## config.mk

```make
export PLATFORM = sky130hd
export DESIGN_NAME = alu_arbiter_ctrl
export DESIGN_NICKNAME = d
export VERILOG_FILES = /design/src/rtl/alu_arbiter_ctrl.sv
export SDC_FILE = /design/constraint.sdc
export NUM_CORES = 1
export LEC_CHECK = 0
export CAP_MARGIN = 20
export CORE_MARGIN = 3
export CORE_UTILIZATION = 42
export DETAILED_ROUTE_END_ITERATION = 16
export HOLD_SLACK_MARGIN = 0.15
export PLACE_DENSITY = 0.81
export SYNTH_ARGS = -nofsm -noshare
export SYNTH_HDL_FRONTEND = slang
export SYNTH_SLANG_ARGS = --single-unit
```

## constraint.sdc

```tcl
create_clock -name clk -period 2.5 [get_ports clk]
set_clock_uncertainty 0.2 [all_clocks]
set_input_delay 0.25 -clock clk [delete_from_list [all_inputs] [get_ports clk]]
set_output_delay 0.25 -clock clk [all_outputs]
set_load 0.01 [all_outputs]
```

## src/rtl/alu_arbiter_ctrl.sv

```systemverilog
// Two-requester front end for a shared combinational ALU.
// Round-robin grant, operand/result registers, saturating status counters.
module alu_arbiter_ctrl #(
  parameter int WIDTH = 8,
  parameter int CNT_W = 16
) (
  input  logic               clk,
  input  logic               rst,
  input  logic               req0_valid,
  output logic               req0_ready,
  input  logic [2:0]         req0_opcode,
  input  logic [WIDTH-1:0]   req0_in1,
  input  logic [WIDTH-1:0]   req0_in2,
  input  logic               req1_valid,
  output logic               req1_ready,
  input  logic [2:0]         req1_opcode,
  input  logic [WIDTH-1:0]   req1_in1,
  input  logic [WIDTH-1:0]   req1_in2,
  output logic [WIDTH-1:0]   alu_in1,
  output logic [WIDTH-1:0]   alu_in2,
  output logic [2:0]         alu_opcode,
  input  logic [2*WIDTH-1:0] alu_out,
  input  logic               alu_zero,
  input  logic               alu_error,
  input  logic               alu_invalid,
  output logic               rsp_valid,
  input  logic               rsp_ready,
  output logic               rsp_id,
  output logic [2*WIDTH-1:0] rsp_data,
  output logic               rsp_zero,
  output logic               rsp_error,
  output logic               rsp_invalid,
  output logic               busy,
  output logic [CNT_W-1:0]   op_count,
  output logic [CNT_W-1:0]   err_count
);

  typedef enum logic [1:0] {
    IDLE,
    EXEC,
    RESP
  } state_t;

  state_t state, state_nx;
  logic   ptr;
  logic   gnt0, gnt1;
  logic   accept;

  // ptr=0 favours requester 0 on a tie
  always_comb begin
    gnt0 = 1'b0;
    gnt1 = 1'b0;
    unique case (1'b1)
      req0_valid && req1_valid: begin
        gnt0 = !ptr;
        gnt1 = ptr;
      end
      req0_valid && !req1_valid: gnt0 = 1'b1;
      !req0_valid && req1_valid: gnt1 = 1'b1;
      default: ;
    endcase
  end

  assign req0_ready = (state == IDLE) && gnt0;
  assign req1_ready = (state == IDLE) && gnt1;
  assign accept     = req0_ready || req1_ready;
  assign busy       = (state != IDLE);

  always_ff @(posedge clk) begin
    if (rst) state <= IDLE;
    else     state <= state_nx;
  end

  always_comb begin
    state_nx = state;
    unique case (state)
      IDLE: if (accept) state_nx = EXEC;
      EXEC: state_nx = RESP;
      RESP: if (rsp_ready) state_nx = IDLE;
      default: state_nx = IDLE;
    endcase
  end

  always_ff @(posedge clk) begin
    if (rst) begin
      ptr         <= 1'b0;
      alu_in1     <= '0;
      alu_in2     <= '0;
      alu_opcode  <= '0;
      rsp_id      <= 1'b0;
      rsp_valid   <= 1'b0;
      rsp_data    <= '0;
      rsp_zero    <= 1'b0;
      rsp_error   <= 1'b0;
      rsp_invalid <= 1'b0;
      op_count    <= '0;
      err_count   <= '0;
    end else begin
      if (accept) begin
        alu_opcode <= gnt1 ? req1_opcode : req0_opcode;
        alu_in1    <= gnt1 ? req1_in1 : req0_in1;
        alu_in2    <= gnt1 ? req1_in2 : req0_in2;
        rsp_id     <= gnt1;
        ptr        <= !gnt1;
      end
      if (state == EXEC) begin
        rsp_valid   <= 1'b1;
        rsp_data    <= alu_out;
        rsp_zero    <= alu_zero;
        rsp_error   <= alu_error;
        rsp_invalid <= alu_invalid;
        if (op_count != '1)
          op_count <= op_count + CNT_W'(1);
        if (alu_error && err_count != '1)
          err_count <= err_count + CNT_W'(1);
      end
      if (state == RESP && rsp_ready)
        rsp_valid <= 1'b0;
    end
  end

endmodule

```

==> out/metrics.csv <==
stage,metric,value,unit
status,outcome,finished clean,
sta,hold_viol_final,0,
global_route,antenna_found_initial,0,
min_path,holdCritPathClass,in2reg,
logic_synthesis,synth-edff-count,0,
critical_path,cp_cell_sequence,ha_1 > and4_1 > and4bb_1 > nor4_4 > nand3_2 > mux2_4,
logic_synthesis,netlist_area,3070,um^2
clock_tree,cts-root-to-sink-buffers,2,
placement,io_buffers,136,
routing,num_vias,3145,
critical_path,critical_path.n_buffers_inverters,0,
routing,post_drt_via_cell_ratio,5.33,
final_layout,n_antenna_cell,0,
critical_path,critical_path.top_delay_family,simple AND/OR/NAND/NOR gates,
floorplan,fp.dieArea,8370,um^2
logic_synthesis,yosysWarningCount,0,
clock_tree,clk_latency,0.34,ns
logic_synthesis,synth_commonest_cells,"dfxtp_1, nand2_1, nor2_1, a21oi_1, a222oi_1",
floorplan,placement_rows,30,
pwr,switching_share,24.8,%
sta,timing.final.crit_share,93.3,%
logic_synthesis,post_synth_inst_count,354,
sta,tightestPinTransition,0.656,ns
final_layout,area.sequential,1500,um^2
pwr,power.total,2.74,mW
pwr,power.static_leakage,1.66,nW
final_layout,multi_input_area,1470,um^2
logic_synthesis,postSynth.asyncResetShare,0,%
final_layout,final_nets,553,
sta,layout_setup_ws,0.167,ns
logic_synthesis,synth_most_common_cell,dfxtp_1,
routing,avgRoutedWirePerCell,14.7,um
floorplan,initial_core_util,44.2,%
logic_synthesis,yosys.area.top_type_share,48.9,%
sta,setup-violations-final,0,
pwr,total_switching_power,0.677,mW
pwr,irDropWorstVdd,0.409,mV
critical_path,cp.arrival,2.37,ns
logic_synthesis,synth_cell_types,42,
logic_synthesis,postSynthAreaPerCell,8.67,um^2
floorplan,floorplan.die.width,91.5,um
global_route,overflow,0,
critical_path,critical_path.endpoint_type,flop,
clock_tree,htree_num_levels,3,
placement,pre_cts_setup_slack,0.179,ns
clock_tree,clk_root_buffer_cell,clkbuf_8,
logic_synthesis,synth-seq-cells,75,
clock_tree,cts.sink_count,75,
pwr,internal_power,2.06,mW
sta,achievable-frequency,429,MHz
routing,wl_met1,3.53,mm
clock_tree,total_of_hold_buffers_inserted_after_clock_tree_synthesis,0,
floorplan,core_region_area,6940,um^2
logic_synthesis,synth_seq_area_share,48.9,%
routing,routed-wl-met2,4.19,mm
clock_tree,cts.clk_slew.worst_paths,0.08,ns
sta,setup_tns,0,ns
final_layout,filler_cells_inserted,548,
routing,drc,0,
placement,dpl.hpwl,6.27,mm
sta,timing.hold.ws,0.207,ns
critical_path,crit_required,2.54,ns
clock_tree,cts_resized,0,
routing,detailroute.wirelength.met3,786,um
clock_tree,post_cts.repair.setup_buffers,0,
logic_synthesis,synth.net_count,418,
final_layout,drive_gt1_share,7.09,%
logic_synthesis,synth-main-ff-cell,dfxtp_1,
flow_run,cap_violations,0,
routing,highest_layer,met4,
pwr,power.density_cell_area,578,nW/um^2
global_route,grt_pass1_vias,3095,
floorplan,boundaryPins,137,
critical_path,cpPeakStageDelay,0.44,ns
global_route,wire_length_of_the_first_global_routing_pass,14.2,mm
clock_tree,total_clock_buffers_created_by_cts,9,
placement,place.gp.congestion,0.792,
routing,drt_wl_total,8.68,mm
routing,detail-route-antenna-nets,0,
clock_tree,cts_tree,done,
critical_path,worst-setup-path-type,reg2reg,
pwr,pwr-share-clk,35.7,%
critical_path,critPathLaunchType,flop,
routing,number_of_drc_markers_in_iteration_0,128,
global_route,grt_use_total,20.6,%
pwr,pwr-share-seq,47.3,%
critical_path,crit_fanout,10,
pwr,p_comb_share,17.0,%
logic_synthesis,synth_top_cells_by_area,"dfxtp_1, nand2_1, nor2_1, a222oi_1, a21oi_1",
critical_path,crit_path_top_delay_cell,nor4_4,
sta,rsz0062_at_grt,no,
final_layout,flow.area_growth_from_synthesis,54.4,%
sta,finalWorstPathRequiredPeriod,2.33,ns
sta,timing.final.max_slew_violations,0,
floorplan,fp.dieH,91.5,um
logic_synthesis,cell_taking_the_most_area_after_synthesis,dfxtp_1,
routing,drt_pass1_iterations,7,
sta,worst_slew_margin_rel,55.9,%
global_route,grt_max_degree,36,
-- cell type report --
type	instances	share of cell area, %
Sequential cell	75	31.7
Multi-Input combinational cell	254	30.9
Timing Repair Buffer	145	30.1
Clock buffer	12	3.49
Tap cell	96	2.53
Clock inverter	4	1.00
Inverter	4	0.317
-- worst paths after layout --
check,from,end,slack (ns),cells after the start
max,err_count[0],err_count[15],0.17,6
min,rst,err_count[14],0.21,2
max reg2reg,err_count[0],err_count[15],0.17,6
min reg2reg,rsp_data[7],rsp_data[7],0.26,2
-- cell usage in the layout (no fill, tap or decap), types with 2 or more instances in the layout --
master           Yosys  final
clkbuf_8             0     12
nor2b_1              2      2
nor4_1               4      4
nand2b_1             2      2
dfxtp_1             75     75
clkdlybuf4s50_1      0    135
nand4_1              8      8
nor2_1              51     51
nor3_1              13     13
buf_4                0      9
a222oi_1            19     19
and4_1               3      3
o21ai_0              7      6
or3_1                2      2
ha_1                 2      2
inv_1                4      4
a31oi_1              4      4
a211oi_1             3      3
clkinv_2             0      2
xor2_1               3      3
nand3_1             10     10
xnor2_1             15     15
nand2_1             53     53
nand3b_1             2      2
and3_1               5      5
a21oi_1             30     30
-- routing by layer --
| metal | vias to the layer above | track usage (%) |
|---|---|---|
| met3 | 16 | 6.55 |
| met5 | - | 0 |
| met2 | 144 | 35.5 |
| met4 | 0 | 7.91 |
| li1 | 1540 | - |
| met1 | 1445 | 23.6 |
-- sequential cells by signal (all words and copies together), names as in the netlist --
signal,cells
err_count,16
op_count,16
rsp_data,16
alu_in1,8
alu_in2,8
alu_opcode,3
state,2
ptr,1
rsp_error,1
rsp_id,1
rsp_invalid,1
rsp_valid,1
rsp_zero,1
-- power by group through the flow --
stage / sequential, mW / clock [mW] / combinational (mW)
after floorplan: 1.34 / 0 / 0.169
after global placement: 1.32 / 0 / 0.461
after detailed placement: 1.32 / 0 / 0.467
after CTS: 1.29 / 0.992 / 0.470
after global routing: 1.30 / 1.05 / 0.508
final: 1.29 / 0.976 / 0.466
-- through the flow --
| stage | instance area (um^2) | utilization (%) | cells |
|---|---|---|---|
| after floorplan | 3070 | - | 354 |
| after global placement | 4530 | 65.2 | 574 |
| after detailed placement | 4530 | 65.2 | 574 |
| after CTS | 4740 | 68.2 | 590 |
| after global routing | 4740 | 68.2 | 590 |
| final | 4740 | 68.2 | 590 |
-- cell families after synthesis --
group	Yosys count	synth area share (%)
AND/OR/NAND/NOR	165	26.0
flip-flops	75	48.9
AO/OA/AOI/OAI	68	15.2
buffers and inverters	25	3.34
XOR/XNOR	18	5.14
adder cells (fa/ha/maj)	2	0.815
multiplexers	1	0.489
No activity file was read; power rests on OpenSTA's default activity.
